### config.mk
export PLATFORM = sky130hd
export DESIGN_NAME = multimode_ping_pong_counter
export DESIGN_NICKNAME = d
export VERILOG_FILES = /design/src/rtl/multimode_ping_pong_counter.sv
export SDC_FILE = /design/constraint.sdc
export NUM_CORES = 1
export LEC_CHECK = 0
export ABC_CLOCK_PERIOD_IN_PS = 4800
export CAP_MARGIN = 20
export CORE_UTILIZATION = 50
export CTS_CLUSTER_DIAMETER = 200
export DETAILED_ROUTE_END_ITERATION = 7
export MAX_ROUTING_LAYER = met4
export PLACE_DENSITY_LB_ADDON = 0.15
export SKIP_CTS_REPAIR_TIMING = 1
export SLEW_MARGIN = 40
export SYNTH_ARGS = -nofsm -noshare
export SYNTH_HDL_FRONTEND = slang
export SYNTH_SLANG_ARGS = --single-unit
### constraint.sdc
create_clock -name clk -period 4.8 [get_ports clk]
set_input_delay 1.44 -clock clk [delete_from_list [all_inputs] [get_ports clk]]
set_output_delay 1.44 -clock clk [all_outputs]
set_load 0.01 [all_outputs]
### src/rtl/multimode_ping_pong_counter.sv
// Multi-mode sweep counter: ping-pong, saturate, wrap and hold.
// It uses run-time bounds and a step, and counts bound reversals.
module multimode_ping_pong_counter #(
  parameter int WIDTH  = 4,
  parameter int STEP_W = 2,
  parameter int BCNT_W = 8
) (
  input  logic              clk,
  input  logic              rst_n,
  input  logic              enable,
  input  logic              flip,
  input  logic [1:0]        mode,
  input  logic [WIDTH-1:0]  max,
  input  logic [WIDTH-1:0]  min,
  input  logic [STEP_W-1:0] step,
  input  logic              load,
  input  logic [WIDTH-1:0]  load_val,
  output logic [WIDTH-1:0]  out,
  output logic              direction,
  output logic              done,
  output logic              event_p,
  output logic [BCNT_W-1:0] bounce_cnt,
  output logic              err
);

  localparam int EW =
    ((WIDTH > STEP_W) ? WIDTH : STEP_W) + 1;

  localparam logic [1:0] M_PP   = 2'b00;
  localparam logic [1:0] M_SAT  = 2'b01;
  localparam logic [1:0] M_WRAP = 2'b10;

  logic [EW-1:0]     s_e;
  logic [EW-1:0]     out_e;
  logic [EW-1:0]     max_e;
  logic [EW-1:0]     min_e;
  logic [EW-1:0]     up_sum;
  logic [EW-1:0]     dn_floor;
  logic [WIDTH-1:0]  up_val;
  logic [WIDTH-1:0]  dn_val;
  logic [WIDTH-1:0]  ld_val;

  logic              at_max;
  logic              at_min;
  logic              bnd_err;
  logic              load_ok;
  logic              freeze;

  logic              pp_dir;
  logic              pp_rev;
  logic              sat_dir;
  logic              sat_go;
  logic [WIDTH-1:0]  sat_out;
  logic              wr_dir;
  logic              wr_wrap;
  logic [BCNT_W-1:0] bcnt_inc;

  logic [WIDTH-1:0]  nxt_out;
  logic              nxt_dir;
  logic              nxt_done;
  logic              nxt_ev;
  logic [BCNT_W-1:0] nxt_bcnt;

  // Widened operands so step arithmetic never overflows.
  always_comb begin
    s_e      = (step == '0) ? EW'(1) : EW'(step);
    out_e    = EW'(out);
    max_e    = EW'(max);
    min_e    = EW'(min);
    up_sum   = out_e + s_e;
    dn_floor = min_e + s_e;
    up_val   = (up_sum > max_e)
             ? max : WIDTH'(up_sum);
    dn_val   = (out_e < dn_floor)
             ? min : WIDTH'(out_e - s_e);
  end

  // Bound checks, load clamp and the freeze condition.
  always_comb begin
    at_max  = (out == max);
    at_min  = (out == min);
    bnd_err = (max <= min);
    err     = bnd_err | (out < min) | (out > max);
    load_ok = load & ~bnd_err;
    freeze  = ~enable | err | (mode == 2'b11);
    if (load_val < min)      ld_val = min;
    else if (load_val > max) ld_val = max;
    else                     ld_val = load_val;
  end

  // Per-mode direction decisions.
  always_comb begin
    if (flip)        pp_dir = ~direction;
    else if (at_max) pp_dir = 1'b0;
    else if (at_min) pp_dir = 1'b1;
    else             pp_dir = direction;
    pp_rev   = ~flip & (pp_dir != direction);
    sat_dir  = flip ? ~direction : direction;
    sat_go   = flip | ~done;
    sat_out  = sat_dir ? up_val : dn_val;
    wr_dir   = flip ? ~direction : direction;
    wr_wrap  = wr_dir ? at_max : at_min;
    bcnt_inc = (&bounce_cnt)
             ? bounce_cnt
             : bounce_cnt + BCNT_W'(1);
  end

  // Next counting state selected by mode.
  always_comb begin
    nxt_out  = out;
    nxt_dir  = direction;
    nxt_done = done;
    nxt_ev   = 1'b0;
    nxt_bcnt = bounce_cnt;
    unique case (mode)
      M_PP: begin
        nxt_dir  = pp_dir;
        nxt_out  = pp_dir ? up_val : dn_val;
        nxt_done = 1'b0;
        nxt_ev   = pp_rev;
        if (pp_rev) nxt_bcnt = bcnt_inc;
      end
      M_SAT: begin
        if (sat_go) begin
          nxt_dir  = sat_dir;
          nxt_out  = sat_out;
          nxt_done = sat_dir
                   ? (sat_out == max)
                   : (sat_out == min);
        end
      end
      M_WRAP: begin
        nxt_dir  = wr_dir;
        nxt_done = 1'b0;
        nxt_ev   = wr_wrap;
        if (wr_wrap)
          nxt_out = wr_dir ? min : max;
        else
          nxt_out = wr_dir ? up_val : dn_val;
      end
      default: begin
        nxt_out = out;
      end
    endcase
  end

  // State registers: reset, then load, then freeze, then count.
  always_ff @(posedge clk) begin
    if (!rst_n) begin
      out        <= min;
      direction  <= 1'b1;
      done       <= 1'b0;
      event_p    <= 1'b0;
      bounce_cnt <= '0;
    end else if (load_ok) begin
      out        <= ld_val;
      done       <= 1'b0;
      event_p    <= 1'b0;
      bounce_cnt <= '0;
    end else if (freeze) begin
      event_p    <= 1'b0;
    end else begin
      out        <= nxt_out;
      direction  <= nxt_dir;
      done       <= nxt_done;
      event_p    <= nxt_ev;
      bounce_cnt <= nxt_bcnt;
    end
  end

endmodule

==> metrics, run 1 <==
Die W 70.8 µm; Clk pwr share between 10% and 20%; Max Clock Freq 212 MHz; worst hold slack 0.498 ns; CP max FO 3; setup TNS 0 ns; synthesized flop and latch total 15; CTS tree done; cell row count 24; worst slew pin tran 0.571 ns; top post-synthesis cells by area ha_1 (20%), dfxtp_1 (9.3%), edfxtp_1 (5.1%); Critical Path Start Type input port; Synth warnings 0; Core Util, Final 70.6%; number of distinct library cells after synthesis 67; Yosys top cell area share 19.6%; slowest stage cell on the critical path clkdlybuf4s50_1; Post-DP HPWL roughly 5.7 mm; count leader, synth ha_1; P per Cell Area 263 mW/mm²; Initial Util 53.3%; sequential area share after synthesis 14.4%; vias in the first global route around 2.4k; Die Y 70.8 µm; sequential power share 19.8%; area delta synth->final 32.5%; share of total power in combinational logic between 60% and 70%; Root Driver clkbuf_8; CTS clk-pin slew, worst paths 0.06 ns; syn nets ~350; total congestion overflow 0; H-tree depth 1; static leakage 1.35 nW; post-synth top area cell ha_1; Worst Path Required approximately 3.4 ns; first-pass GRT wire length 11.3 mm; Post-synth top cells ha_1 (37), inv_1 (24), nor2_1 (22), o21ai_0 (19); Ant. Diodes 0; post-route minimum period 4.73 ns; outcome finished, final reports clean; Fin Clk Skew 0.000706 ns; die footprint 0.00501 mm²; RSZ-0062 raised after global routing yes; R2R depth 14; I/O Buffers 36; setup violators final 0; final hold violation count 0; initial DRC count 175; fillers 374; Rel. slew slack 61.5%; pre-CTS WS -0.272 ns; switching power 341 µW; Syn Area/Cell 8.22 µm²; GRT Util Overall 29.7%; Hold Path Stages 2; Crit path largest cell delay 0.50 ns; Post-synth EDFFs 4; Pre-antenna DRT Iters 7; final WL 6.91 mm; layout cells sized above 1 roughly a fifth; Max Cap Viol 0; critical path class in -> out; CP Cell Sequence clkdlybuf4s50_1 -> inv_2 -> ha_1 -> nor2b_1 -> o211ai_1 -> a21oi_2 -> o21ai_0 -> or2_2 -> dlymetal6s2s_1; Slew Viols, Final 0; maximum vdd drop 0.210 mV; wire per inst 16.7 µm; CTS Buf Count 3; # DRC 0; worst setup margin roughly 0.07 ns; crit share post-route 98.5%; synthesized instance count ~290; clk_lat worst skew 0.24 ns; Post-synth top flop dfxtp_1; gp weighted congestion 0.976; via count 2,493; via-per-instance ratio 6.02; WP data arrival 3.29 ns; Syn Std Cell Area between 0.002 and 0.0025 mm²; ys async rst share 0%; HP Class reg -> reg; Int Pwr 484 µW; Setup crit end kind output port; Core ar. 0.00444 mm²; largest net degree at the start of global routing 11; switch share 41.3%; io pins 37; initial antenna violation count 0; # clock sinks 15; fin nets 422; Longest Clk Path Bufs 2; ANT nets after route 0
==> metrics by stage <==
| step | area (µm²) | power [mW] | cells |
|---|---|---|---|
| after CTS | 3100 | 0.802 | 414 |
| final | 3140 | 0.825 | 414 |
| after global placement | 3060 | 0.694 | 410 |
| after global routing | 3140 | 0.884 | 414 |
| after floorplan | 2370 | 0.489 | 288 |
| after detailed placement | 3060 | 0.700 | 410 |
==> cells in the final DEF (no fill, tap or decap), types with 5 or more instances in the layout <==
master / instances
ha_1: 37
mux2i_1: 7
a31oi_1: 5
buf_4: 42
a22oi_1: 5
inv_1: 23
dfxtp_1: 11
xnor2_1: 13
a21oi_1: 15
nand2b_1: 6
o21a_1: 5
nor2_1: 22
o21ai_0: 18
nand2_1: 18
clkdlybuf4s50_1: 35
and2_1: 5
nor2b_1: 6
==> cell type report <==
cell class / count / area, µm² / area share (%)
clock buffers: 4 / 45.0 / 1.44
inverters: 24 / 90.1 / 2.87
multi-input cells: 241 / 1920 / 61.1
flip-flops and latches: 15 / 340 / 10.8
well taps: 52 / 65.1 / 2.07
repair buffers: 78 / 678 / 21.6
==> routing by layer <==
metal	global-route usage [%]	wire, µm
met1	38.1	3110
met4	8.44	173
met2	50.1	3270
met3	2.56	363
met5	-	0
==> power groups by stage <==
stage                     Sequential [mW]  Clock (mW)  Combinational, mW
after floorplan                     0.158           0              0.331
after global placement              0.164           0              0.529
after detailed placement            0.165           0              0.536
after CTS                           0.162       0.102              0.538
after global routing                0.164       0.108              0.611
final                               0.163       0.100              0.562
==> worst max-delay path, delay by kind of cell <==
kind            cells  cell delay (ns)
buf+inv             3             0.74
compound gates      3             0.41
simple gates        2             0.40
fa+ha+maj           1             0.29
==> kinds of logic after synthesis <==
family	count (synthesis)	synth area share (%)
buffers and inverters	32	5.97
AND/OR/NAND/NOR	81	18.6
AO/OA/AOI/OAI	94	28.7
adder cells (fa/ha/maj)	38	20.4
flip-flops	15	14.4
XOR/XNOR	20	8.51
multiplexers	8	3.44
==> state kept, by name, indices dropped and copies added (netlist names) <==
register	cells
done	1
direction	1
out	4
event_p	1
bounce_cnt	8
==> final timing paths <==
kind | from | end | slack (ns)
setup / recovery | min[1] | err | 0.07
hold reg to reg | bounce_cnt[6] | bounce_cnt[6] | 0.50
hold / removal | bounce_cnt[6] | bounce_cnt[6] | 0.50
setup reg to reg | out[1] | out[3] | 1.17
No activity file was read; power rests on OpenSTA's default activity.
==> inputs of run 2 (changes only) <==
--- a/config.mk
+++ b/config.mk
@@ -8,6 +8,7 @@
 export ABC_CLOCK_PERIOD_IN_PS = 4800
 export CAP_MARGIN = 20
 export CORE_UTILIZATION = 50
+export CTS_BUF_LIST = sky130_fd_sc_hd__clkbuf_8
 export CTS_CLUSTER_DIAMETER = 200
 export DETAILED_ROUTE_END_ITERATION = 7
 export MAX_ROUTING_LAYER = met4
==> run 2 against run 1 <==
  * Core utilization is the same
  * Via count shrank 0.40%
  * Critical path type unchanged
  * Sequential cell count is the same
  * Critical path depth is the same
  * Clock skew grew 0.00077 ns
==> metrics, run 2 (synthesis results as in run 1) <==
Max Cap Viol 0; CTS Buf Count 3; ANT nets after route 0; Core ar. 0.00444 mm²; outcome finished, final reports clean; vias in the first global route 2,356; Critical Path Start Type input port; initial DRC count roughly 180; crit share post-route roughly 98%; Die W ~71 µm; most common cell after layout, fill and taps aside buf_4; via-per-instance ratio around 6.0; Core Util, Final 70.6%; area delta synth->final 32.5%; critical path class in -> out; Fin Clk Skew roughly 0.0015 ns; Post-DP HPWL 5.73 mm; largest net degree at the start of global routing 11; initial antenna violation count 0; # DRC 0; Ant. Diodes 0; layout cells sized above 1 about a fifth; Worst Hold Launch bounce_cnt[6]; fin nets 422; cell row count 24; Final Non-Filler Cells 414; P per Cell Area 262 mW/mm²; fillers 374; Biggest register bounce_cnt; Crit path largest cell delay 0.50 ns; Worst Path Required about 3.4 ns; CP Cell Sequence clkdlybuf4s50_1 -> inv_2 -> ha_1 -> nor2b_1 -> o211ai_1 -> a21oi_2 -> o21ai_0 -> or2_2 -> dlymetal6s2s_1; CTS clk-pin slew, worst paths 0.06 ns; H-tree depth 1; max reg flops 8; Pre-antenna DRT Iters 8; R2R Path Start out[1]; Initial Util between 50% and 60%; Root Driver clkbuf_8; maximum vdd drop 0.211 mV; GRT Util Overall approximately 30%; static leakage 1.36 nW; pre-CTS WS -0.272 ns; via count about 2.5k; # clock sinks 15; RSZ-0062 raised after global routing yes; Longest Clk Path Bufs 2; io pins 37; wire per inst between 15 and 20 µm; final WL 6.90 mm; slowest stage cell on the critical path clkdlybuf4s50_1; worst reg2reg path endpoint out[3]; clk_lat worst skew 0.25 ns; total congestion overflow 0; Setup crit end kind output port; Die Y 70.8 µm; die footprint 0.00501 mm²; Worst Hold End bounce_cnt[6]; most frequent cells in the layout buf_4 (42), ha_1 (37), clkdlybuf4s50_1 (35); CP max FO 3; post-route minimum period 4.73 ns; Rel. slew slack around three fifths; first-pass GRT wire length ~11 mm; R2R Setup Slk about 1.2 ns; HP Class reg -> reg; final hold violation count 0; WP data arrival between 3 and 4 ns; worst slew pin tran ~0.57 ns; R2R depth 14; I/O Buffers 36; Slew Viols, Final 0; worst hold slack 0.497 ns; placed cells 410; Hold Path Stages 2; setup TNS 0 ns; worst setup margin 0.0734 ns; gp weighted congestion 0.976; setup violators final 0; Max Clock Freq approximately 210 MHz; CTS tree done; biggest regs bounce_cnt: 8 flops, out: 4 flops
==> run 2: cell types whose count changed in the layout (fill, tap and decap cells not counted) <==
cell	previous run	this run
clkbuf_1	1	0
inv_1	23	24
==> run 2: worst max-delay path by stage <==
stage	start	endpoint	cells past startpoint
2_1_floorplan	step[1]	out[3]	16
3_3_place_gp	min[1]	err	9
3_5_place_dp	min[1]	err	9
4_1_cts	min[1]	err	9
5_1_grt	step[1]	out[3]	16
6_report	min[1]	err	9
==> run 2: cell type report <==
class	count	area, µm²	share of cell area (%)
clock buffer	3	41.3	1.32
clock inverter	1	3.75	0.120
inverter	24	90.1	2.87
multi-input combinational	241	1920	61.1
sequential	15	340	10.8
tap	52	65.1	2.07
timing repair buffer	78	678	21.6
==> run 2: worst max-delay path, delay by kind of cell <==
family                     cells  cell delay (ns)
and+or+nand+nor                2             0.40
adders and majority gates      1             0.29
buffers and inverters          3             0.74
AOI/OAI and AO/OA              3             0.41
==> run 2: report_power, final <==
group / internal (mW) / switching [mW] / leakage [nW]
clock network: 0.0566 / 0.0417 / 0.0269
registers: 0.140 / 0.0230 / 0.129
logic: 0.285 / 0.276 / 1.20
total: 0.482 / 0.341 / 1.36
==> run 2: metrics by stage <==
stage / instance area, µm² / power, mW
after floorplan: 2370 / 0.489
after global placement: 3060 / 0.694
after detailed placement: 3060 / 0.700
after CTS: 3100 / 0.800
after global routing: 3140 / 0.882
final: 3140 / 0.823
==> run 2: metal layers <==
layer | up-vias | wire length (µm) | global-route usage [%]
li1 | 1228 | - | -
met3 | 16 | 402 | 2.56
met2 | 119 | 3240 | 50.1
met4 | 0 | 180 | 8.44
met5 | - | 0 | -
met1 | 1120 | 3080 | 38.1
==> inputs of run 3 (changes only) <==
--- a/config.mk
+++ b/config.mk
@@ -5,7 +5,7 @@
 export SDC_FILE = /design/constraint.sdc
 export NUM_CORES = 1
 export LEC_CHECK = 0
-export ABC_CLOCK_PERIOD_IN_PS = 4800
+export ABC_CLOCK_PERIOD_IN_PS = 5100
 export CAP_MARGIN = 20
 export CORE_UTILIZATION = 50
 export CTS_BUF_LIST = sky130_fd_sc_hd__clkbuf_8
==> constraint.sdc (replaced) <==
create_clock -name clk -period 5.1 [get_ports clk]
set_input_delay 1.53 -clock clk [delete_from_list [all_inputs] [get_ports clk]]
set_output_delay 1.53 -clock clk [all_outputs]
set_load 0.01 [all_outputs]
==> run 3 against run 2 <==
  * The run now ends with design-rule violations left
  * Core utilization fell by 1.4 points
  * Non-clock buffer count fell by 5
  * Clock skew increased by 0.0025 ns
  * Sequential power fell by 6%
  * Final cell count is 1.2% lower
  * Highest routed layer unchanged
==> metrics, run 3 (synthesis results as in run 1) <==
critical path class in -> out; H-tree depth 1; # DRC 4; crit path to err; Core Util, Final 69.2%; Longest Clk Path Bufs 2; wire per inst 17.6 µm; max reg flops 8; die footprint around 0.005 mm²; final hold violation count 0; Critical Path Start Type input port; Die Y 70.8 µm; sequential power share approximately a fifth; Clk pwr share around an eighth; Worst Path Required approximately 3.6 ns; largest net degree at the start of global routing 11; failing checks design-rule violations; crit share post-route 96.5%; worst reg2reg path endpoint out[1]; layout cells sized above 1 17.1%; setup TNS 0 ns; # clock sinks 15; R2R Setup Slk roughly 1.4 ns; Core ar. 0.00444 mm²; initial DRC count 240; RSZ-0062 raised after global routing no; via-per-instance ratio 6.17; outcome complete, but fails checks; Max Clock Freq ~200 MHz; total congestion overflow 0; switch share 42.6%; vias in the first global route between 2k and 2.5k; setup violators final 0; P per Cell Area ~240 mW/mm²; CTS tree done; Crit path largest cell delay between 0.4 and 0.5 ns; Biggest register bounce_cnt; area delta synth->final 29.9%; gp weighted congestion 1.01; worst slew pin tran 0.590 ns; first-pass GRT wire length around 12 mm; ANT nets after route 0; Slew Viols, Final 0; biggest regs bounce_cnt: 8 flops, out: 4 flops; Root Driver clkbuf_8; R2R Path Start out[1]; Rel. slew slack 60.2%; post-route minimum period 4.92 ns; cell row count 24; initial antenna violation count 0; WP data arrival 3.39 ns; fin nets approximately 420; R2R depth 13; HP Class reg -> reg; Setup crit end kind output port; Ant. Diodes 0; most frequent cells in the layout ha_1 (37), buf_4 (37), clkdlybuf4s50_1 (35); worst setup path startpoint min[1]; Die W 70.8 µm; Max Cap Viol 0; share of total power in combinational logic 66.8%; GRT Util Overall 30.2%; CTS clk-pin slew, worst paths around 0.060 ns; final WL 7.21 mm; Int Pwr 431 µW; Fin Clk Skew 0.00395 ns; maximum vdd drop 0.169 mV; static leakage approximately 1.3 nW; Post-DP HPWL about 5.9 mm; clk_lat worst skew about 0.25 ns; Initial Util 53.3%; CTS Buf Count 3; switching power approximately 320 µW; Pre-antenna DRT Iters 7; io pins 37; I/O Buffers 36; CP max FO 3; slowest stage cell on the critical path clkdlybuf4s50_1; via count approximately 2.5k; CP Cell Sequence clkdlybuf4s50_1 -> inv_1 -> ha_1 -> nor2b_1 -> o211ai_1 -> a21oi_2 -> o21ai_0 -> or2_2 -> dlymetal6s2s_1; worst hold slack 0.502 ns
## run 3: worst min-delay path by stage
stage / startpoint / to / slack [ns] / cells past startpoint
3_3_place_gp: bounce_cnt[6] / bounce_cnt[6] / 0.47 / 2
3_5_place_dp: bounce_cnt[6] / bounce_cnt[6] / 0.49 / 2
5_1_grt: bounce_cnt[6] / bounce_cnt[6] / 0.56 / 2
6_report: bounce_cnt[6] / bounce_cnt[6] / 0.50 / 2
4_1_cts: bounce_cnt[6] / bounce_cnt[6] / 0.50 / 2
2_1_floorplan: bounce_cnt[6] / bounce_cnt[6] / 0.50 / 2
## run 3: final cells by class
type	instances	area, µm²
sequential	15	340
clock inverter	1	5.00
timing repair buffer	73	641
multi-input combinational	241	1890
fill	398	1370
inverter	24	90.1
clock buffer	3	41.3
tap	52	65.1
## run 3: critical path, delay by kind of cell
kind	cells	cell delay, ns
AOI/OAI and AO/OA	3	0.40
adders and majority gates	1	0.31
buffers and inverters	3	0.75
and+or+nand+nor	2	0.41
## run 3: power by group through the flow
stage	combinational, mW	sequential [mW]	clock, mW
global route	0.549	0.154	0.102
finish	0.501	0.153	0.0958
detailed placement	0.490	0.156	0
floorplan	0.312	0.149	0
global placement	0.481	0.155	0
CTS	0.493	0.153	0.0982
## run 3: layer usage
metal  global-route usage [%]  up-vias  wire length, µm
met1                     36.0     1200             3130
li1                         -     1215                -
met3                     1.28       19              360
met5                        -        -                0
met2                     54.4       89             3500
met4                     10.2        0              214
## run 3: through the flow
step | power [mW] | std cells | cell area [µm²] | worst slack (ns)
after global placement | 0.636 | 405 | 3020 | -0.103
final | 0.750 | 409 | 3080 | 0.178
after CTS | 0.744 | 409 | 3070 | -0.150
after detailed placement | 0.646 | 405 | 3020 | -0.126
after global routing | 0.805 | 409 | 3080 | 0.00666
after floorplan | 0.461 | 288 | 2370 | 0.530
